### src/rtl/coffee_pkg.sv
// Shared types for the coffee order scheduler: drink codes and dispatcher states.
package coffee_pkg;

  typedef enum logic [1:0] {
    ESPRESSO    = 2'b00,
    LATTE       = 2'b01,
    CAPUCHINO   = 2'b10,
    SEL_INVALID = 2'b11
  } coffee_sel_t;

  typedef enum logic [1:0] {
    IDLE      = 2'd0,
    ISSUE     = 2'd1,
    WAIT_DONE = 2'd2,
    GAP       = 2'd3
  } disp_state_t;

  // Codes that may be queued and brewed.
  function automatic logic sel_is_valid(input logic [1:0] sel);
    return sel != SEL_INVALID;
  endfunction

endpackage

### src/rtl/coffee_order_scheduler_fifo.sv
// order_fifo: DEPTH x W storage with wrap-around pointers and an occupancy count.
// The caller never pushes when full nor pops when empty.
module order_fifo #(
  parameter int DEPTH = 4,
  parameter int W     = 2
) (
  input  logic                       clk,
  input  logic                       reset,
  input  logic                       i_push,
  input  logic [W-1:0]               i_push_data,
  input  logic                       i_pop,
  output logic [W-1:0]               o_head,
  output logic [$clog2(DEPTH+1)-1:0] o_count
);
  localparam int AW = $clog2(DEPTH);
  localparam int CW = $clog2(DEPTH+1);

  logic [DEPTH-1:0][W-1:0] r_mem;
  logic [AW-1:0]           r_wr_ptr;
  logic [AW-1:0]           r_rd_ptr;
  logic [CW-1:0]           r_count;

  // Storage write; contents need no reset since the pointers define validity.
  always_ff @(posedge clk) begin
    if (i_push) r_mem[r_wr_ptr] <= i_push_data;
  end

  // Pointers wrap naturally because DEPTH is a power of two.
  always_ff @(posedge clk) begin
    if (reset) begin
      r_wr_ptr <= '0;
      r_rd_ptr <= '0;
      r_count  <= '0;
    end else begin
      if (i_push) r_wr_ptr <= r_wr_ptr + 1'b1;
      if (i_pop)  r_rd_ptr <= r_rd_ptr + 1'b1;
      if (i_push && !i_pop)      r_count <= r_count + 1'b1;
      else if (!i_push && i_pop) r_count <= r_count - 1'b1;
    end
  end

  assign o_head  = r_mem[r_rd_ptr];
  assign o_count = r_count;

endmodule

### src/rtl/coffee_order_scheduler.sv
// coffee_order_scheduler: round-robin order intake, order FIFO, and brewer
// sequencing (start pulse, held selection, wait for done, enforced idle gap).
// Optional macro COFFEE_STATS_EN adds saturating per-drink served counters.
module coffee_order_scheduler
  import coffee_pkg::*;
#(
  parameter int NUM_REQ    = 2,
  parameter int DEPTH      = 4,
  parameter int GAP_CYCLES = 2
) (
  input  logic                       clk,
  input  logic                       reset,
  input  logic [NUM_REQ-1:0]         req_valid,
  input  logic [2*NUM_REQ-1:0]       req_sel,
  output logic [NUM_REQ-1:0]         req_ready,
  output logic                       brew_start,
  output logic [1:0]                 brew_sel,
  input  logic                       brew_done,
  output logic                       busy,
  output logic [$clog2(DEPTH+1)-1:0] queue_count,
  output logic                       order_reject
`ifdef COFFEE_STATS_EN
  ,
  output logic [7:0]                 served_e,
  output logic [7:0]                 served_l,
  output logic [7:0]                 served_c
`endif
);
  localparam int RR_W  = (NUM_REQ > 1) ? $clog2(NUM_REQ) : 1;
  localparam int CNT_W = $clog2(DEPTH+1);
  localparam int GAP_W = $clog2(GAP_CYCLES);

  logic [RR_W-1:0]  r_rr;
  logic             r_reject;
  logic [1:0]       r_brew_sel;
  logic [GAP_W-1:0] r_gap_cnt;
  disp_state_t      r_state;
  disp_state_t      w_state_nxt;

  logic [NUM_REQ-1:0] w_grant;
  logic               w_accept;
  logic [1:0]         w_acc_sel;
  logic [RR_W-1:0]    w_rr_nxt;
  logic               w_push;
  logic               w_pop;
  logic               w_full;
  logic               w_start;
  logic               w_load_gap;
  logic               w_done_ev;
  logic [1:0]         w_head;
  logic [CNT_W-1:0]   w_count;

  assign w_full = (w_count == CNT_W'(DEPTH));

  // Round-robin search from the pointer; no grant while full or in reset.
  always_comb begin
    int idx;
    idx       = 0;
    w_grant   = '0;
    w_accept  = 1'b0;
    w_acc_sel = 2'b00;
    w_rr_nxt  = r_rr;
    for (int k = 0; k < NUM_REQ; k++) begin
      idx = int'(r_rr) + k;
      if (idx >= NUM_REQ) idx = idx - NUM_REQ;
      if (!w_accept && req_valid[idx]) begin
        w_accept     = 1'b1;
        w_grant[idx] = 1'b1;
        w_acc_sel    = req_sel[2*idx +: 2];
        w_rr_nxt     = (idx == NUM_REQ-1) ? '0 : RR_W'(idx + 1);
      end
    end
    if (reset || w_full) begin
      w_grant  = '0;
      w_accept = 1'b0;
      w_rr_nxt = r_rr;
    end
  end

  assign w_push = w_accept && sel_is_valid(w_acc_sel);

  order_fifo #(.DEPTH(DEPTH), .W(2)) u_fifo (
    .clk         (clk),
    .reset       (reset),
    .i_push      (w_push),
    .i_push_data (w_acc_sel),
    .i_pop       (w_pop),
    .o_head      (w_head),
    .o_count     (w_count)
  );

  // Pointer advance and one-cycle-late reject pulse for dropped invalid orders.
  always_ff @(posedge clk) begin
    if (reset) begin
      r_rr     <= '0;
      r_reject <= 1'b0;
    end else begin
      r_rr     <= w_rr_nxt;
      r_reject <= w_accept && !sel_is_valid(w_acc_sel);
    end
  end

  // Dispatcher state register.
  always_ff @(posedge clk) begin
    if (reset) r_state <= IDLE;
    else       r_state <= w_state_nxt;
  end

  // Dispatcher next-state and control strobes.
  always_comb begin
    w_state_nxt = r_state;
    w_pop       = 1'b0;
    w_start     = 1'b0;
    w_load_gap  = 1'b0;
    unique case (r_state)
      IDLE: begin
        if (w_count != '0) begin
          w_pop       = 1'b1;
          w_state_nxt = ISSUE;
        end
      end
      ISSUE: begin
        w_start     = 1'b1;
        w_state_nxt = WAIT_DONE;
      end
      WAIT_DONE: begin
        if (brew_done) begin
          w_load_gap  = 1'b1;
          w_state_nxt = GAP;
        end
      end
      GAP: begin
        if (r_gap_cnt == '0) w_state_nxt = IDLE;
      end
      default: w_state_nxt = IDLE;
    endcase
  end

  // Selection latched on pop and held until the next pop; gap countdown.
  always_ff @(posedge clk) begin
    if (reset) begin
      r_brew_sel <= 2'b00;
      r_gap_cnt  <= '0;
    end else begin
      if (w_pop) r_brew_sel <= w_head;
      if (w_load_gap)                            r_gap_cnt <= GAP_W'(GAP_CYCLES - 1);
      else if (r_state == GAP && r_gap_cnt != '0) r_gap_cnt <= r_gap_cnt - 1'b1;
    end
  end

  assign w_done_ev = (r_state == WAIT_DONE) && brew_done;

`ifdef COFFEE_STATS_EN
  logic [7:0] r_served_e;
  logic [7:0] r_served_l;
  logic [7:0] r_served_c;

  // Completed-drink counters, saturating at 255.
  always_ff @(posedge clk) begin
    if (reset) begin
      r_served_e <= '0;
      r_served_l <= '0;
      r_served_c <= '0;
    end else if (w_done_ev) begin
      if (r_brew_sel == ESPRESSO  && r_served_e != 8'hFF) r_served_e <= r_served_e + 1'b1;
      if (r_brew_sel == LATTE     && r_served_l != 8'hFF) r_served_l <= r_served_l + 1'b1;
      if (r_brew_sel == CAPUCHINO && r_served_c != 8'hFF) r_served_c <= r_served_c + 1'b1;
    end
  end

  assign served_e = r_served_e;
  assign served_l = r_served_l;
  assign served_c = r_served_c;
`else
  logic w_unused_done_ev;
  assign w_unused_done_ev = w_done_ev;
`endif

  assign req_ready    = w_grant;
  assign brew_start   = w_start;
  assign brew_sel     = r_brew_sel;
  assign busy         = (r_state != IDLE);
  assign queue_count  = w_count;
  assign order_reject = r_reject;

endmodule

### config.mk
export PLATFORM = sky130hd
export DESIGN_NAME = coffee_order_scheduler
export DESIGN_NICKNAME = d
export VERILOG_FILES = /design/src/rtl/coffee_pkg.sv /design/src/rtl/coffee_order_scheduler_fifo.sv /design/src/rtl/coffee_order_scheduler.sv
export SDC_FILE = /design/constraint.sdc
export NUM_CORES = 1
export LEC_CHECK = 0
export CORE_MARGIN = 4
export CORE_UTILIZATION = 55
export CTS_CLUSTER_DIAMETER = 30
export DETAILED_ROUTE_END_ITERATION = 6
export PLACE_DENSITY = 0.93
export SLEW_MARGIN = 20
export SYNTH_ARGS = -nofsm -noshare
export SYNTH_HDL_FRONTEND = slang
export SYNTH_SLANG_ARGS = --single-unit
export TNS_END_PERCENT = 50
### constraint.sdc
create_clock -name clk -period 5.4 [get_ports clk]
set_input_delay 1.08 -clock clk [delete_from_list [all_inputs] [get_ports clk]]
set_output_delay 1.08 -clock clk [all_outputs]
set_load 0.05 [all_outputs]
# Yosys cells after proc, flatten, opt, wreduce, memory -nomap -nowiden
# Cells that the tools add are included.
# word_totals
ff_bits	22
romBits	0
latch_bits	0
memories	0
elab_cells	109
in_bits	9
mem_bits_rw	0
output_inout_bits	10
# op_classes
bitwise_logic	2
shift	2
multipliers	0
mux	42
eq_ne	10
order_cmp	9
reduce_logical	22
add_sub_neg	10
div_mod_pow	0
# ops
cell	n
$eq A32 B2 Y1 const B	2
$ge A32 B1 Y1 const B	2
$lt A32 B3 Y1 const B	2
$mux W32	2
$shiftx A4 B32 Y2	2
$mux W1	22
$mux W2	10
$logic_and A1 B1 Y1	9
$bwmux W8	1
$ne A2 B2 Y1 const B	4
$pmux W2 S4	1
$reduce_bool A2 Y1	4
$lt A2 B3 Y1 const B	2
$mux W3	2
$add A2 B1 Y2 const B	2
$bmux W2 S2	1
$demux W2 S2	1
$eq A2 B2 Y1 const B	2
$logic_not A1 Y1	4
$add A3 B1 Y3 const B	1
$eq A3 B3 Y1 const B	1
$reduce_and A3 Y1	1
$reduce_bool A3 Y1	1
$sub A1 B2 Y3 const B	1
15 further kinds	17

# Depth between registers and ports, before layout
# Gate-level depths: netlist of the first run.
# depth
depth_word	15
mapped_depth	10
ltp_nobuf	9

# Cells and area by module
# A second synthesis of the first run with hierarchy kept.
# hier_totals
hier_cells	97
hier_area_um2	1098.6
# by_module_without_submodules
module	area_per_inst_um2	cells_per_inst	instances
order_fifo	658.1	48	1
coffee_order_scheduler	440.4	49	1

# Worst setup path before layout of the first run
# OpenSTA, ideal clock, no wires.
# synth_timing
path_type	input-to-output
start	input req_valid[0]
end	output req_ready[0]
slack_ns	1.863
required_ns	4.320
path_buffers	0
arrival_time_ns	2.457
cell_stages	2
path_cell_list	a21boi_1 -> nor3b_1
# synth_via
elab_chain_len	8
word_cells_on_any_way	13
# synth_lines
item	line_no	source
start, declared	coffee_order_scheduler.sv:13	input logic [NUM_REQ-1:0] req_valid,
$mux W1 (implied by the code) (3 in a row)	coffee_order_scheduler.sv:66	if (!w_accept && req_valid[idx]) begin
$mux W1	coffee_order_scheduler.sv:66	
$logic_not A1 Y1	coffee_order_scheduler.sv:66	
$logic_and A1 B1 Y1	coffee_order_scheduler.sv:66	
$mux W2 (*)	coffee_order_scheduler.sv:66	
$mux W2 (*)	coffee_order_scheduler.sv:73	if (reset || w_full) begin
end, declared	coffee_order_scheduler.sv:15	output logic [NUM_REQ-1:0] req_ready,
# Every way passes the cells marked *; elsewhere a longest branch is shown, timed or not. The select of a mux whose other input is x is not followed.

# Worst setup path after layout of the first run
# Ends and elaborated chain as after synthesis.

==> parameters.txt, run 1 <==
Parameter                              Value

Die
  Die outline width    52.72 µm
  Number of rows in the core area    15
  Boundary Pins    19
  Total die area    2779 µm²
  Starting Density    61.04%
  Vert. Die Dim    52.72 µm
  Std-Cell Core Area    1802 µm²

STA
  Period Utilization, post-route    76.34%
  Number of failing setup endpoints in the final timing report    0
  Number of pins with negative max-slew slack in the final report    0
  RSZ-0062 raised after global routing    false
  Slew @ Worst Pin    0.5382 ns
  Highest Clock Rate    242.6 MHz
  Setup skew after layout    0.005510 ns
  Worst slew slack as a fraction of its limit    64.01%
  Min Clock Period, post-route    4.122 ns
  Final hold violation count    0
  Final setup TNS    0 ns

Worst hold path
  Hold Path Class    flip-flop to flip-flop

CTS
  Cts repair resizes    0
  Clock Tree Buf Depth    2
  Reg clk slew, reported paths    0.11 ns
  Hold_buf cts    0
  Number of buffers created by CTS    3
  Clock insertion delay at the later pin of the skew report    0.30 ns
  Number of levels the H-tree was split into    1
  Clock tree from TritonCTS    yes
  Clock tree sinks    22
  Setup bufs post-CTS    0
  Root buffer cell    sky130_fd_sc_hd__clkbuf_4

Global route
  Via count of the first global-routing pass    755
  GR Util met1    17.48%
  GR met2 Demand/Resource    29.55%
  M3 GR Usage    3.704%
  Pin count of the biggest net entering global routing    17
  Overall overflow remaining after global route    0
  Overall Global Routing Usage    15.90%
  Wire length of the first global-routing pass    3.215 mm
  Global routing's busiest layer    met2
  Initial antenna violation count    0

Setup path
  Origin of the worst setup path    req_valid[0]
  FF-to-FF path depth    9
  Critical path type    input port to output pin
  Crit start category    input port
  Endpoint of the most critical setup path    req_ready[0]
  End of the worst register-to-register path    u_fifo.o_count[2]$_SDFFE_PP0P_
  Worst-case register-to-register setup slack    2.78 ns
  CP arrival    3.04 ns
  Critical-path maximum fanout    4
  Critical path endpoint category    output pin
  CP required    4.32 ns
  Reg-to-reg startpoint    u_fifo.o_count[0]$_SDFFE_PP0P_

Place
  Detailed-placement wirelength estimate    1.503 mm
  Final weighted congestion of routability-driven global placement    0.7066
  Port buffer count    18

Pwr
  Power per standard cell area    546.1 nW/µm²
  Static Leakage    0.5477 nW
  Maximum resistive drop on vdd    340.1 µV
  Clock network fraction of total power    10.2%
  Comb pwr share    53.8%
  Total net switching power    0.0003140 W
  Switching portion of total power    43.28%
  Part of the total power dissipated in sequential elements    36.0%
  Cell-internal power    0.0004116 W
  Total power    0.0007256 W

Yosys
  Sequential fraction of the synthesis area    47.33%
  Nets in the synthesized netlist    114
  Number of distinct library cells after synthesis    29
  Dominant cells by area after synthesis    sky130_fd_sc_hd__dfxtp_1, sky130_fd_sc_hd__edfxtp_1, sky130_fd_sc_hd__ha_1
  Post-synth design cell area    1100 µm²
  Synthesized flop and latch total    22
  Post-synthesis instance total    95
  Average size of a mapped cell    11.58 µm²
  Cell type with the largest total area after synthesis    sky130_fd_sc_hd__dfxtp_1
  Number of synthesis warnings    0
  Area share of the largest cell type after synthesis    25.48%

Drt
  Detailed-route wire length per cell    13.45 µm
  DR pass1 iterations    4
  Drt drc    0
  Number of vias in the routed layout    758
  Total wirelength of the detailed-routed design    1.883 mm
  Average via count per standard cell    5.414
  Detail Route Antenna Nets    0
  Initial DRC Count    15

Layout
  Ratio of cells with drive above 1 in the final layout    13.04%
  Most frequent cells in the layout    sky130_fd_sc_hd__clkdlybuf4s50_1, sky130_fd_sc_hd__dfxtp_1, sky130_fd_sc_hd__nor2_1, sky130_fd_sc_hd__ha_1, sky130_fd_sc_hd__edfxtp_1
  Syn-to-layout area delta    20.82%
  Area of the multi-input gates    544.3 µm²
  Reg area    520.5 µm²
  Ant diodes    0
  Post-layout util    73.75%
  Nets@finish    135
  Layout filler cell count    134
  Most common library cell in the layout ignoring fill and taps    sky130_fd_sc_hd__clkdlybuf4s50_1

Job
  # Max-Cap Violations    0

Status
  Result of the run    complete, no violations
## worst min path at each step
stage	start	slack [ns]	cells past startpoint	endpoint
after floorplan	r_gap_cnt$_SDFFE_PP0P_	0.46	2	r_gap_cnt$_SDFFE_PP0P_
after global placement	r_gap_cnt$_SDFFE_PP0P_	0.48	2	r_gap_cnt$_SDFFE_PP0P_
after detailed placement	brew_sel[0]$_SDFFE_PP0P_	0.49	2	brew_sel[0]$_SDFFE_PP0P_
after CTS	r_gap_cnt$_SDFFE_PP0P_	0.51	2	r_gap_cnt$_SDFFE_PP0P_
after global routing	brew_sel[0]$_SDFFE_PP0P_	0.53	2	brew_sel[0]$_SDFFE_PP0P_
final	brew_sel[0]$_SDFFE_PP0P_	0.51	2	brew_sel[0]$_SDFFE_PP0P_
## worst max-delay path, stage by stage
cell and delay [ns]:
sky130_fd_sc_hd__clkdlybuf4s50_1 0.56, sky130_fd_sc_hd__a21boi_1 0.28, sky130_fd_sc_hd__nor3b_1 0.27, sky130_fd_sc_hd__clkdlybuf4s50_1 0.86
## cell usage after synthesis
master and number:
sky130_fd_sc_hd__a211oi_1 1, sky130_fd_sc_hd__a21boi_1 1, sky130_fd_sc_hd__a21boi_4 1, sky130_fd_sc_hd__a21oi_1 3, sky130_fd_sc_hd__a222oi_1 1, sky130_fd_sc_hd__a311oi_1 1, sky130_fd_sc_hd__a32o_2 2, sky130_fd_sc_hd__and2_2 4
sky130_fd_sc_hd__and3_2 1, sky130_fd_sc_hd__clkbuf_1 1, sky130_fd_sc_hd__clkbuf_2 1, sky130_fd_sc_hd__dfxtp_1 14, sky130_fd_sc_hd__edfxtp_1 8, sky130_fd_sc_hd__fa_1 1, sky130_fd_sc_hd__ha_1 9, sky130_fd_sc_hd__inv_1 7
sky130_fd_sc_hd__mux2_4 1, sky130_fd_sc_hd__mux2i_1 5, sky130_fd_sc_hd__mux4_2 2, sky130_fd_sc_hd__nand2_1 3, sky130_fd_sc_hd__nand2b_1 3, sky130_fd_sc_hd__nand2b_4 1, sky130_fd_sc_hd__nand3b_1 1, sky130_fd_sc_hd__nor2_1 11
sky130_fd_sc_hd__nor3_1 4, sky130_fd_sc_hd__nor3b_1 2, sky130_fd_sc_hd__o21ai_0 1, sky130_fd_sc_hd__or3_1 1, sky130_fd_sc_hd__xor2_1 4
## sequential cells by signal (all words and copies together) (netlist names)
register,count
order_reject,1
u_fifo.r_rd_ptr,2
r_rr,1
u_fifo.r_wr_ptr,2
u_fifo.r_mem,8
r_state,2
r_gap_cnt,1
u_fifo.o_count,3
brew_sel,2
## area by class of cell
cell class	instances	area share [%]
multi-input cells	64	40.96
flip-flops and latches	22	39.17
repair buffers	18	13.56
well taps	25	2.354
inverters	7	1.977
clock buffers	3	1.695
clock inverters	1	0.2825
## logic make-up after synthesis
| kind of cell | count (synthesis) | share of synthesized area (%) |
|---|---|---|
| xor+xnor | 4 | 3.185 |
| buf+inv | 9 | 3.185 |
| simple gates | 31 | 15.59 |
| compound gates | 11 | 8.646 |
| fa+ha+maj | 10 | 12.06 |
| mux | 8 | 10.01 |
| flops | 22 | 47.33 |
## routing by layer
layer  vias to the layer above  routed length, µm  part of all wire (%)
met5                         -                  0                     0
met3                         5                 84                   4.5
met2                        24                982                    52
met1                       358                784                    42
li1                        371                  -                     -
met4                         0                 31                   1.6
## power by group through the flow
stage,logic (W),registers [W],clock network (W)
finish,0.000391,0.000261,0.0000740
floorplan,0.000249,0.000310,0
global placement,0.000377,0.000262,0
global route,0.000428,0.000269,0.0000865
CTS,0.000394,0.000262,0.0000767
detailed placement,0.000392,0.000266,0
## metrics by stage
stage | hold slack (ns) | setup WS (ns) | std cells | area [µm²]
after floorplan | 0.4586 | 1.863 | 95 | 1100
after global placement | 0.4769 | 1.410 | 136 | 1303
after detailed placement | 0.4875 | 1.296 | 136 | 1303
after CTS | 0.5146 | 1.279 | 140 | 1329
after global routing | 0.5332 | 1.191 | 140 | 1329
final | 0.5085 | 1.278 | 140 | 1329
No activity file was read; power rests on OpenSTA's default activity.
==> inputs of run 2 (changes only) <==
Settings changed: CORE_UTILIZATION 55 to 51, PLACE_DENSITY 0.93 to 0.87.
Clock period 5.4 ns to 4.2 ns, I/O delays scaled along.
==> run 2 against run 1 <==
Effect of this change: clock power grew 120%; cell count grew 1.4%; global-route usage shrank 0.43 points; worst hold slack gained 0.0051 ns; core utilization shrank 5.9 points; via count shrank 1.7%; clock skew grew 0.0027 ns; power grew 38%; wire length grew 0.27%; flip-flop and latch count is the same; largest power group unchanged; critical path type unchanged; sequential power grew 29%.
==> parameters.txt, run 2 (synthesis gave the netlist of run 1 again) <==
Parameter                              Value

Global route
  Via count of the first global-routing pass    758 (+0.40%)
  Pin count of the biggest net entering global routing    17 (unchanged)
  Initial antenna violation count    0 (unchanged)
  Overall Global Routing Usage    15.46% (-0.43 points)
  Overall overflow remaining after global route    0 (unchanged)
  M3 GR Usage    4.905% (+1.2 points)
  Wire length of the first global-routing pass    3.222 mm (+0.22%)
  GR met2 Demand/Resource    29.28% (-0.26 points)
  Global routing's busiest layer    met2
  GR Util met1    16.33% (-1.2 points)

Place
  Port buffer count    18 (unchanged)
  Detailed-placement wirelength estimate    1.558 mm (+3.6%)
  Final weighted congestion of routability-driven global placement    0.7092 (+0.37%)
  Pre-CTS setup slack    0.5779 ns (-0.7179 ns)

STA
  RSZ-0062 raised after global routing    false
  Final hold violation count    0 (unchanged)
  Highest Clock Rate    279.3 MHz
  Number of pins with negative max-slew slack in the final report    0 (unchanged)
  Period Utilization, post-route    85.24%
  Number of failing setup endpoints in the final timing report    0 (unchanged)
  Hold_ws    0.5137 ns (+0.005141 ns)
  Worst Setup Slack, final    0.6200 ns (-0.6579 ns)
  Worst slew slack as a fraction of its limit    61.63% (-2.4 points)
  Final setup TNS    0 ns (unchanged)
  Slew @ Worst Pin    0.5737 ns (+0.03550 ns)
  Min Clock Period, post-route    3.580 ns
  Setup skew after layout    0.008178 ns (+0.002668 ns)

CTS
  Clock tree sinks    22 (unchanged)
  Clock insertion delay at the later pin of the skew report    0.30 ns (about the same)
  Cts repair resizes    0 (unchanged)
  Number of levels the H-tree was split into    1 (unchanged)
  Clock tree from TritonCTS    yes
  Clock Tree Buf Depth    2 (unchanged)
  Setup bufs post-CTS    0 (unchanged)
  Root buffer cell    sky130_fd_sc_hd__clkbuf_4
  Hold_buf cts    0 (unchanged)
  Reg clk slew, reported paths    0.12 ns (about the same)
  Number of buffers created by CTS    3 (unchanged)

Drt
  Drt drc    0 (unchanged)
  Average via count per standard cell    5.246 (-3.1%)
  Detailed-route wire length per cell    13.30 µm (-1.1%)
  Initial DRC Count    12 (-3)
  Total wirelength of the detailed-routed design    1.888 mm (+0.27%)
  Detail Route Antenna Nets    0 (unchanged)
  DR pass1 iterations    4 (unchanged)
  Number of vias in the routed layout    745 (-1.7%)

Setup path
  Crit start category    input port
  Critical path endpoint category    output pin
  Critical-path maximum fanout    4 (unchanged)
  Critical path type    input port to output pin
  CP arrival    2.74 ns (-0.30 ns)
  FF-to-FF path depth    9 (unchanged)
  Worst-case register-to-register setup slack    1.72 ns (-1.06 ns)
  CP required    3.36 ns (-0.96 ns)

Layout
  Nets@finish    135 (unchanged)
  Post-layout util    67.81% (-5.9 points)
  Syn-to-layout area delta    23.44%
  Most common library cell in the layout ignoring fill and taps    sky130_fd_sc_hd__clkdlybuf4s50_1
  Flip-flop count of the largest register, all copies and words added    8 (unchanged)
  Biggest register    u_fifo.r_mem
  Layout filler cell count    169 (+26%)
  Most frequent cells in the layout    sky130_fd_sc_hd__clkdlybuf4s50_1, sky130_fd_sc_hd__dfxtp_1, sky130_fd_sc_hd__nor2_1, sky130_fd_sc_hd__ha_1, sky130_fd_sc_hd__edfxtp_1
  Ant diodes    0 (unchanged)
  Ratio of cells with drive above 1 in the final layout    13.91% (+0.87 points)

Worst hold path
  Hold Path Class    flip-flop to flip-flop
  Worst hold path cell count    2 (unchanged)

Die
  Total die area    2963 µm² (+6.6%)
  Die outline width    54.44 µm (+3.3%)
  Starting Density    54.94% (-6.1 points)
  Number of rows in the core area    16 (+1)
  Vert. Die Dim    54.44 µm (+3.3%)
  Boundary Pins    19 (unchanged)
  Std-Cell Core Area    2002 µm² (+11%)

Pwr
  Static Leakage    0.5602 nW (+2.3%)
  Power per standard cell area    735.4 nW/µm² (+35%)
  Total power    0.0009983 W (+38%)
  Maximum resistive drop on vdd    472.0 µV (+39%)

Status
  Result of the run    complete, no violations

Job
  # Max-Cap Violations    0 (unchanged)
==> run 2: changes by cell type in the layout (fill, tap and decap cells not counted), sizes merged <==
cell    previous run  this run
clkinv             1         0
bufinv             0         1
==> run 2: through the flow <==
stage	instances	area [µm²]
after floorplan	95	1100
after global placement	138	1305
final	142	1358
after global routing	142	1358
after CTS	142	1358
after detailed placement	138	1305
==> run 2: per-layer routing <==
layer	vias up	part of all wire, %
li1	370	-
met1	352	40
met2	21	54
met3	2	5.3
met4	0	0.53
met5	-	0
==> run 2: power by group <==
group / leakage, nW / switching (W) / internal, W
combinational: 0.343 / 0.000289 / 0.000212
sequential: 0.189 / 0.0000555 / 0.000281
clock: 0.0279 / 0.0000639 / 0.0000964
==> run 2: worst paths after layout <==
check / startpoint / to
hold reg to reg: r_gap_cnt$_SDFFE_PP0P_ / r_gap_cnt$_SDFFE_PP0P_
setup reg to reg: u_fifo.o_count[0]$_SDFFE_PP0P_ / u_fifo.o_count[2]$_SDFFE_PP0P_
hold / removal: r_gap_cnt$_SDFFE_PP0P_ / r_gap_cnt$_SDFFE_PP0P_
setup / recovery: req_valid[0] / req_ready[0]
==> run 2: area by class of cell <==
type	instances	area, µm²	share of cell area [%]
clock inverters	1	30.03	2.212
flip-flops and latches	22	520.5	38.34
well taps	27	33.78	2.488
inverters	7	26.28	1.935
repair buffers	18	180.2	13.27
clock buffers	3	22.52	1.659
multi-input cells	64	544.3	40.09
==> run 2: critical path: stages <==
cell	delay (ns)
sky130_fd_sc_hd__clkdlybuf4s50_1	0.56
sky130_fd_sc_hd__a21boi_1	0.27
sky130_fd_sc_hd__nor3b_1	0.22
sky130_fd_sc_hd__clkdlybuf4s50_1	0.84
==> inputs of run 3 (changes only) <==
Settings changed: PLACE_DENSITY 0.87 to 0.77.
==> run 3 against run 2 <==
Effect of this change: worst hold slack worse by 0.0056 ns; die area did not move; setup slack improved by 0.026 ns; critical path depth unchanged; design area is the same; critical path type unchanged.
==> parameters.txt, run 3 (synthesis gave the netlist of run 1 again) <==
Parameter                              Value

Status
  Result of the run    complete, no violations

CTS
  Number of levels the H-tree was split into    1 (unchanged)
  Reg clk slew, reported paths    0.12 ns (about the same)
  Clock tree from TritonCTS    yes
  Root buffer cell    sky130_fd_sc_hd__clkbuf_4
  Setup bufs post-CTS    0 (unchanged)
  Cts repair resizes    0 (unchanged)
  Number of buffers created by CTS    3 (unchanged)
  Hold_buf cts    0 (unchanged)
  Clock Tree Buf Depth    2 (unchanged)
  Clock insertion delay at the later pin of the skew report    0.31 ns (about the same)
  Clock tree sinks    22 (unchanged)

Die
  Die outline width    54.44 µm (unchanged)
  Total die area    2963 µm² (unchanged)
  Starting Density    54.94% (unchanged)
  Boundary Pins    19 (unchanged)
  Number of rows in the core area    16 (unchanged)
  Vert. Die Dim    54.44 µm (unchanged)
  Std-Cell Core Area    2002 µm² (unchanged)

Global route
  Initial antenna violation count    0 (unchanged)
  Global routing's busiest layer    met2
  GR Util met1    17.76% (+1.4 points)
  Pin count of the biggest net entering global routing    17 (unchanged)
  Overall Global Routing Usage    14.33% (-1.1 points)
  M3 GR Usage    2.452% (-2.5 points)
  GR met2 Demand/Resource    24.30% (-5.0 points)
  Overall overflow remaining after global route    0 (unchanged)
  Wire length of the first global-routing pass    3.063 mm (-4.9%)
  Via count of the first global-routing pass    737 (-2.8%)

Layout
  Ant diodes    0 (unchanged)
  Biggest register    u_fifo.r_mem
  Syn-to-layout area delta    23.44% (unchanged)
  Flip-flop count of the largest register, all copies and words added    8 (unchanged)
  Ratio of cells with drive above 1 in the final layout    13.91% (unchanged)
  Most common library cell in the layout ignoring fill and taps    sky130_fd_sc_hd__clkdlybuf4s50_1
  Most frequent cells in the layout    sky130_fd_sc_hd__clkdlybuf4s50_1, sky130_fd_sc_hd__dfxtp_1, sky130_fd_sc_hd__nor2_1, sky130_fd_sc_hd__ha_1, sky130_fd_sc_hd__edfxtp_1
  Nets@finish    135 (unchanged)
  Post-layout instance count excluding filler cells    142 (unchanged)

Place
  Final weighted congestion of routability-driven global placement    0.7808 (+10%)
  Placed Instances    138 (unchanged)
  Port buffer count    18 (unchanged)
  Detailed-placement wirelength estimate    1.376 mm (-12%)

Setup path
  Crit start category    input port
  Kind of cell adding the most delay to the critical path    buffers and inverters
  Critical-path maximum fanout    4 (unchanged)
  Slowest-stage cell, CP    sky130_fd_sc_hd__clkdlybuf4s50_1
  Worst Path Buf+Inv    2 (unchanged)
  Critical path endpoint category    output pin
  Library cell appearing most often on the critical path    sky130_fd_sc_hd__clkdlybuf4s50_1
  CP required    3.36 ns (about the same)
  CP arrival    2.71 ns (-0.03 ns)
  Critical path type    input port to output pin
  Largest stage delay, worst path    0.84 ns (about the same)
  Ordered cell list for the critical path    clkdlybuf4s50_1 -> a21boi_1 -> nor3b_1 -> clkdlybuf4s50_1

STA
  Setup skew after layout    0.005238 ns (-0.002939 ns)
  Worst slew slack as a fraction of its limit    61.52% (-0.12 points)
  Min Clock Period, post-route    3.554 ns (-0.02581 ns)
  Slew @ Worst Pin    0.5755 ns (+0.001725 ns)
  Highest Clock Rate    281.4 MHz (+0.73%)
  Final hold violation count    0 (unchanged)
  RSZ-0062 raised after global routing    false
  Final setup TNS    0 ns (unchanged)
  Number of pins with negative max-slew slack in the final report    0 (unchanged)
  Number of failing setup endpoints in the final timing report    0 (unchanged)
  Period Utilization, post-route    84.62% (-0.61 points)

Drt
  Number of vias in the routed layout    732 (-1.7%)
  Total wirelength of the detailed-routed design    1.780 mm (-5.7%)
  Average via count per standard cell    5.155 (-1.7%)
  DR pass1 iterations    4 (unchanged)
  Detailed-route wire length per cell    12.54 µm (-5.7%)
  Detail Route Antenna Nets    0 (unchanged)
  Initial DRC Count    7 (-5)
  Drt drc    0 (unchanged)

Pwr
  Maximum resistive drop on vdd    410.7 µV (-13%)
  Clock network fraction of total power    16.3% (+0.2 points)
  Switching portion of total power    40.64% (-0.27 points)
  Cell-internal power    0.0005915 W (+0.28%)
  Total net switching power    0.0004050 W (-0.83%)
  Power per standard cell area    734.1 nW/µm² (-0.17%)
  Comb pwr share    50.0% (-0.2 points)
  Part of the total power dissipated in sequential elements    33.7% (about the same)
  Static Leakage    0.5602 nW (unchanged)

Worst hold path
  Hold Path Class    flip-flop to flip-flop

Job
  # Max-Cap Violations    0 (unchanged)
run 3: cell counts in the layout (fill, tap and decap cells not counted):
Identical to the previous run, type by type.
run 3: final timing paths:
kind / startpoint / end / slack, ns / cells past startpoint
setup reg to reg: u_fifo.o_count[0]$_SDFFE_PP0P_ / u_fifo.o_count[2]$_SDFFE_PP0P_ / 1.66 / 9
hold reg to reg: r_gap_cnt$_SDFFE_PP0P_ / r_gap_cnt$_SDFFE_PP0P_ / 0.51 / 2
hold / removal: r_gap_cnt$_SDFFE_PP0P_ / r_gap_cnt$_SDFFE_PP0P_ / 0.51 / 2
setup / recovery: req_valid[0] / req_ready[0] / 0.65 / 4
run 3: routing by layer:
metal / vias up / routed length (µm)
met5: - / 0
met4: 0 / 25
met3: 4 / 86
met2: 17 / 845
met1: 338 / 821
li1: 373 / -
run 3: tightest hold or removal path: cells and delay by family (launching register included):
kind | cells | cell delay, ns
DFF | 1 | 0.35
and+or+nand+nor | 1 | 0.08
AOI/OAI and AO/OA | 1 | 0.05
run 3: layout make-up:
class,count,area (µm²)
well taps,27,33.78
clock inverters,1,30.03
clock buffers,3,22.52
repair buffers,18,180.2
multi-input cells,64,544.3
fillers,161,644.4
inverters,7,26.28
flip-flops and latches,22,520.5
run 3: power by group through the flow:
| stage | sequential, W | combinational, W | clock, W |
|---|---|---|---|
| 2_1_floorplan | 0.000398 | 0.000320 | 0 |
| 3_3_place_gp | 0.000338 | 0.000493 | 0 |
| 3_5_place_dp | 0.000342 | 0.000499 | 0 |
| 4_1_cts | 0.000336 | 0.000503 | 0.000164 |
| 5_1_grt | 0.000346 | 0.000546 | 0.000172 |
| 6_report | 0.000336 | 0.000498 | 0.000162 |
run 3: through the flow:
step           instance area [µm²]  power [W]  setup slack (ns)  hold slack, ns  utilization (%)
6_report                      1358  0.0009966            0.6458          0.5081            67.81
5_1_grt                       1358   0.001064            0.5545          0.5393            67.81
4_1_cts                       1358   0.001003            0.6339          0.5057            67.81
3_5_place_dp                  1305  0.0008413            0.6176          0.4834            65.19
3_3_place_gp                  1305  0.0008312            0.6391          0.4748            65.19
2_1_floorplan                 1100  0.0007188             1.143          0.4586                -
==> variant 1 (settings of run 2) <==
`GAP_CYCLES`: 2 -> 4.
--- a/src/rtl/coffee_order_scheduler.sv
+++ b/src/rtl/coffee_order_scheduler.sv
@@ -6,7 +6,7 @@
 #(
   parameter int NUM_REQ    = 2,
   parameter int DEPTH      = 4,
-  parameter int GAP_CYCLES = 2
+  parameter int GAP_CYCLES = 4
 ) (
   input  logic                       clk,
   input  logic                       reset,
Check against the original RTL: not equivalent (a bounded check fails within 10 cycles, from zero or initial values and one cycle with reset high).
==> variant 1 against run 2 <==
Global-route usage shrank 1.4 points. First-iteration DRC count grew 8.3%. Total power shrank 4.4%. Routed wire length grew 4.1%. Synthesized area grew 4.1%. Sequential cell count grew 1. Design area grew 2.1%. Critical path depth is the same. Worst setup slack gained 0.10 ns. Largest power group unchanged.
==> variant 1: results (changes against run 2) <==
Run status:
- The run finished with clean final reports.

Power:
- The leakage power is 0.584 nW (+4.2%).
- The maximum vdd ir drop is 0.386 mV (-18%).

Finish:
- The proportion of layout cells with a drive suffix above 1 was 0.0880 (-0.0511).
- The number of diodes added for antenna fixing was 0 (unchanged).
- The non-filler instance count after layout was 152 (+7.0%).
- The number of flip-flops under the largest register name is 8 (unchanged).
- The net count reported at finish is 146 (+8.1%).
- The final-layout fill cell count is 168 (-0.59%).

Setup path:
- Grouping stages by cell kind, the critical path spends the most delay in buffers and inverters.
- The worst-case register-to-register setup slack is 1.61 ns (-0.11 ns).
- The data arrival time of the critical path was 2.64 ns (-0.10 ns).
- The worst-path cell with the longest stage delay is sky130_fd_sc_hd__clkdlybuf4s50_1.
- The critical path's largest stage delay is 0.80 ns (-0.04 ns).

Synthesis:
- The post-synthesis area per instance is 11.0 um^2 (-4.9%).
- The number of warning messages in the yosys log is 0 (unchanged).
- The synthesized netlist net count is 124 (+8.8%).
- The count of cell types in the netlist came to 31 (+6.9%).
- The number of enable-type register cells in the synthesized netlist was 8 (unchanged).
- Yosys attributes the largest share of cell area to sky130_fd_sc_hd__dfxtp_1 (26%), sky130_fd_sc_hd__edfxtp_1 (21%), sky130_fd_sc_hd__ha_1 (11%).
- The sequential area share after synthesis is 0.472 (-0.00113).
- Counting instances in the post-synthesis netlist gives the leading cell types as sky130_fd_sc_hd__dfxtp_1 (15), sky130_fd_sc_hd__nor2_1 (11), sky130_fd_sc_hd__ha_1 (10).
- The most instantiated flip-flop cell in the synthesis netlist is sky130_fd_sc_hd__dfxtp_1.

Routing:
- The wire length on met3 is 78 um (-23%).
- The first-pass detailed-route iteration total came to 4 (unchanged).
- The wire length on met1 came to 753 um (-0.13%).
- The total length of routed met2 wires is 1100 um (+7.7%).
- The starting DRC count in detailed routing is 13 (+1).
- The total via count after detailed routing is 788 (+5.8%).
- The wire length reported by the detailed router is 1970 um (+4.1%).
- The detailed router used layers up to and including met4.

Clock tree:
- The clock latency reported for the late side of the worst-skew pair is 0.30 ns (about the same).
- The cell sitting at the root of the clock tree is a sky130_fd_sc_hd__clkbuf_4.

Timing:
- The final setup skew is 0.00390 ns (-0.00428 ns).
- The worst slew slack as a fraction of its limit is 0.655 (+0.0389).
- The achievable frequency is 0.288 GHz (+3.0%).

Placement:
- The minimum setup slack after placement is 0.631 ns (+0.0534 ns).
- The quantity of I/O buffers inserted on ports is 18 (unchanged).
- The final weighted congestion in routability-driven placement is 0.801 (+13%).
- The detailed-placement wirelength estimate is 1610 um (+3.0%).

Global route:
- The pin count of the biggest net entering global routing came to 16 (-1).
- The number of global-route vias before repair is 837 (+10%).
- The global-route wire length before repair came to 3440 um (+6.6%).
- The total global-route track usage is 0.141 (-0.0139).

Floorplanning:
- The horizontal extent of the die is 55.4 um (+1.7%).

Worst hold path:
- The worst hold path belongs to the class reg2reg.
==> variant 1: cell types whose count changed in the layout (fill, tap and decap cells not counted), moves of 2 or more <==
cell and delta:
sky130_fd_sc_hd__and2_1 +6, sky130_fd_sc_hd__a21o_1 +2, sky130_fd_sc_hd__nor3b_1 -2, sky130_fd_sc_hd__inv_1 +2, sky130_fd_sc_hd__and2_2 -4
==> variant 1: stage by stage <==
step           utilization  hold WS [ns]  cell area [um^2]
2_1_floorplan            -         0.469              1140
3_3_place_gp         0.665         0.481              1360
3_5_place_dp         0.665         0.505              1360
4_1_cts              0.679         0.533              1390
5_1_grt              0.679         0.561              1390
6_report             0.679         0.525              1390
==> variant 1: logic make-up (layout without fill, tap and decap cells) <==
family | Yosys count | count (layout) | share of synthesized area
flops | 23 | 23 | 0.472
fa+ha+maj | 11 | 11 | 0.127
buf+inv | 12 | 33 | 0.0393
compound gates | 14 | 14 | 0.0853
mux | 8 | 8 | 0.0962
simple gates | 31 | 31 | 0.142
xor+xnor | 5 | 5 | 0.0382
==> variant 1: area by class of cell <==
class	count	share of cell area
Inverter	10	0.0271
Timing Repair Buffer	19	0.135
Sequential cell	23	0.390
Tap cell	27	0.0244
Clock buffer	3	0.0162
Clock inverter	1	0.00361
Multi-Input combinational cell	69	0.403
==> variant 1: worst paths after layout <==
path,start,to,cells past startpoint
hold reg to reg,u_fifo.r_wr_ptr[0]$_SDFFE_PP0P_,u_fifo.r_wr_ptr[0]$_SDFFE_PP0P_,1
setup / recovery,req_valid[0],req_ready[0],4
hold / removal,u_fifo.r_wr_ptr[0]$_SDFFE_PP0P_,u_fifo.r_wr_ptr[0]$_SDFFE_PP0P_,1
setup reg to reg,r_rr$_SDFFE_PP0P_,u_fifo.o_count[2]$_SDFFE_PP0P_,10
==> variant 1: layer usage <==
metal  global-route usage  up-vias
met5                    0        -
li1                     -      397
met2                0.270       17
met3               0.0326        4
met4               0.0694        0
met1                0.138      370
==> variant 1: power breakdown <==
part / switching, mW / internal [mW]
logic: 0.294 / 0.214
registers: 0.0564 / 0.292
clock network: 0.0627 / 0.0355
total: 0.413 / 0.541
==> variant 2 (config.mk and constraints of run 2) <==
Without the edit above. Encoding of `disp_state_t`: now one-hot (4 bits for 4 states).
--- a/src/rtl/coffee_pkg.sv
+++ b/src/rtl/coffee_pkg.sv
@@ -8,11 +8,11 @@
     SEL_INVALID = 2'b11
   } coffee_sel_t;
 
-  typedef enum logic [1:0] {
-    IDLE      = 2'd0,
-    ISSUE     = 2'd1,
-    WAIT_DONE = 2'd2,
-    GAP       = 2'd3
+  typedef enum logic [3:0] {
+    IDLE      = 4'b0001,
+    ISSUE     = 4'b0010,
+    WAIT_DONE = 4'b0100,
+    GAP       = 4'b1000
   } disp_state_t;
 
   // Codes that may be queued and brewed.
Formal check against the unedited RTL: no difference found for any inputs over 10 cycles, from zero or initial values and one cycle with reset high; not proved beyond that.
==> variant 2 against run 2 <==
First-iteration DRC count increased by 17%. Design area grew 5.5%. Hold slack improved by 0.0045 ns. Sequential power rose by 5%. Routed wire length rose by 6.8%. Via count increased by 13%. Worst setup slack improved by 0.0096 ns. Total power down 6.2%. Critical path depth unchanged. Sequential cell count is 2 higher. Core utilization fell by 3.1 points. Synthesized area up 6.8%. Critical path type unchanged. Critical endpoint unchanged.
==> variant 2: results (changes against run 2) <==
Synthesis:
- In the post-synthesis netlist, the biggest area contributors are sky130_fd_sc_hd__dfxtp_1 (27%), sky130_fd_sc_hd__edfxtp_1 (20%), sky130_fd_sc_hd__ha_1 (5.3%).
- The commonest cells after synthesis are sky130_fd_sc_hd__dfxtp_1 (16), sky130_fd_sc_hd__nor2_1 (13), sky130_fd_sc_hd__edfxtp_1 (8).
- The xor/xnor share of the synthesized area is 0.0373 (+0.00542).
- The compound-cell area share of the yosys netlist is 0.104 (+0.0179).
- The async set-reset flop share out of synthesis came to 0 (unchanged).
- The post-synthesis area per instance is 11.2 um^2 (-3.3%).
- The count of cell types in the netlist is 39 (+34%).
- The sequential area share after synthesis is 0.477 (+0.00384).
- The multiplexer fraction of the synthesized cell area is 0.0852 (-0.0149).
- The share of synthesized cell area in full adder, half adder and majority cells came to 0.0703 (-0.0503).
- The number of enable-type register cells in the synthesized netlist is 8 (unchanged).
- The number of warning messages in the yosys log is 0 (unchanged).
- The synthesized netlist net count is 120 (+5.3%).

Placement:
- The quantity of I/O buffers inserted on ports is 18 (unchanged).
- The detailed-placement wirelength estimate is 1560 um (about the same).
- The final weighted congestion in routability-driven placement is 0.766 (+8.0%).

Routing:
- The starting DRC count in detailed routing came to 14 (+2).
- The wire length reported by the detailed router is 2020 um (+6.8%).
- The first-pass detailed-route iteration total is 4 (unchanged).
- The total via count after detailed routing is 841 (+13%).

Worst hold path:
- The tightest min-delay check is of the reg2reg type.
- The hold path depth is 2 (unchanged).

Power:
- The leakage power is 0.570 nW (+1.7%).
- The power per standard cell area is 653 nW/um^2 (-11%).
- The maximum vdd ir drop is 0.327 mV (-31%).

Global route:
- The pin count of the biggest net entering global routing is 15 (-2).
- The number of global-route vias before repair is 876 (+16%).
- The global-route wire length before repair was 3680 um (+14%).
- The total global-route track usage is 0.146 (-0.00832).

Setup path:
- The highest fanout seen on the critical path is 4 (unchanged).
- The number of cells traversed by the worst register-to-register path was 9 (unchanged).
- The data arrival time of the critical path is 2.73 ns (about the same).

Finish:
- Ranked by flip-flop count, first place goes to u_fifo.r_mem.
- The non-filler instance count after layout is 152 (+7.0%).
- The final-layout fill cell count came to 181 (+7.1%).
- The proportion of layout cells with a drive suffix above 1 was 0.153 (+0.0141).
- The net count reported at finish is 140 (+3.7%).
- The cell area after layout is 1430 um^2 (+5.5%).

Timing:
- The transition time at the pin with the least slew margin is 0.504 ns (-0.0702 ns).
- The final setup skew was 0.00312 ns (-0.00506 ns).

Run status:
- The flow ran to the end, and the final reports show no timing, DRC or antenna violations.

Clock tree:
- The number of buffers inserted during clock tree synthesis is 3 (unchanged).
- The number of buffers on the longest clock path is 2 (unchanged).
## variant 2: cell count changes after synthesis, sizes merged, moves of 2 or more
cell / delta
nor2: +2
nand2b: -2
ha: -4
nor4b: +2
inv: -2
o21ai: +2
dfxtp: +2
## variant 2: cell families (layout without fill, tap and decap cells)
logic type,after synthesis,count (layout)
fa+ha+maj,6,6
xor+xnor,5,5
mux,7,7
compound gates,16,16
simple gates,38,38
flops,24,24
buf+inv,9,28
## variant 2: critical path, cell delays in order
cell	delay, ns
sky130_fd_sc_hd__clkdlybuf4s50_1	0.56
sky130_fd_sc_hd__a21boi_1	0.26
sky130_fd_sc_hd__nor3b_1	0.23
sky130_fd_sc_hd__clkdlybuf4s50_1	0.84
## variant 2: final timing paths
path | endpoint | from | slack (ns)
max reg2reg | u_fifo.o_count[2]$_SDFFE_PP0P_ | u_fifo.o_count[0]$_SDFFE_PP0P_ | 1.70
min | brew_sel[1]$_SDFFE_PP0P_ | brew_sel[1]$_SDFFE_PP0P_ | 0.52
min reg2reg | brew_sel[1]$_SDFFE_PP0P_ | brew_sel[1]$_SDFFE_PP0P_ | 0.52
max | req_ready[0] | req_valid[0] | 0.63
## variant 2: metrics by stage
| stage | setup slack (ns) | total power, mW |
|---|---|---|
| final | 0.630 | 0.936 |
| after global routing | 0.562 | 1.01 |
| after CTS | 0.638 | 0.944 |
| after detailed placement | 0.658 | 0.783 |
| after global placement | 0.694 | 0.763 |
| after floorplan | 1.05 | 0.670 |
## variant 2: area by class of cell
cell class | count | share of cell area
multi-input combinational | 72 | 0.403
sequential | 24 | 0.391
timing repair buffer | 19 | 0.131
tap | 28 | 0.0245
clock inverter | 1 | 0.0210
clock buffer | 3 | 0.0157
inverter | 5 | 0.0131
## variant 2: where the power goes
part           switching, mW  leakage, nW  total [mW]  internal (mW)
Sequential            0.0598        0.205       0.354          0.294
Combinational          0.234        0.337       0.419          0.185
Clock                 0.0662       0.0279       0.163         0.0964
Total                  0.360        0.570       0.936          0.575
## variant 2: routing by layer
layer | global-route usage | vias up | wire, um
li1 | - | 412 | -
met1 | 0.168 | 401 | 859
met2 | 0.252 | 24 | 1010
met3 | 0.0441 | 4 | 113
met4 | 0.0576 | 0 | 31
met5 | 0 | - | 0
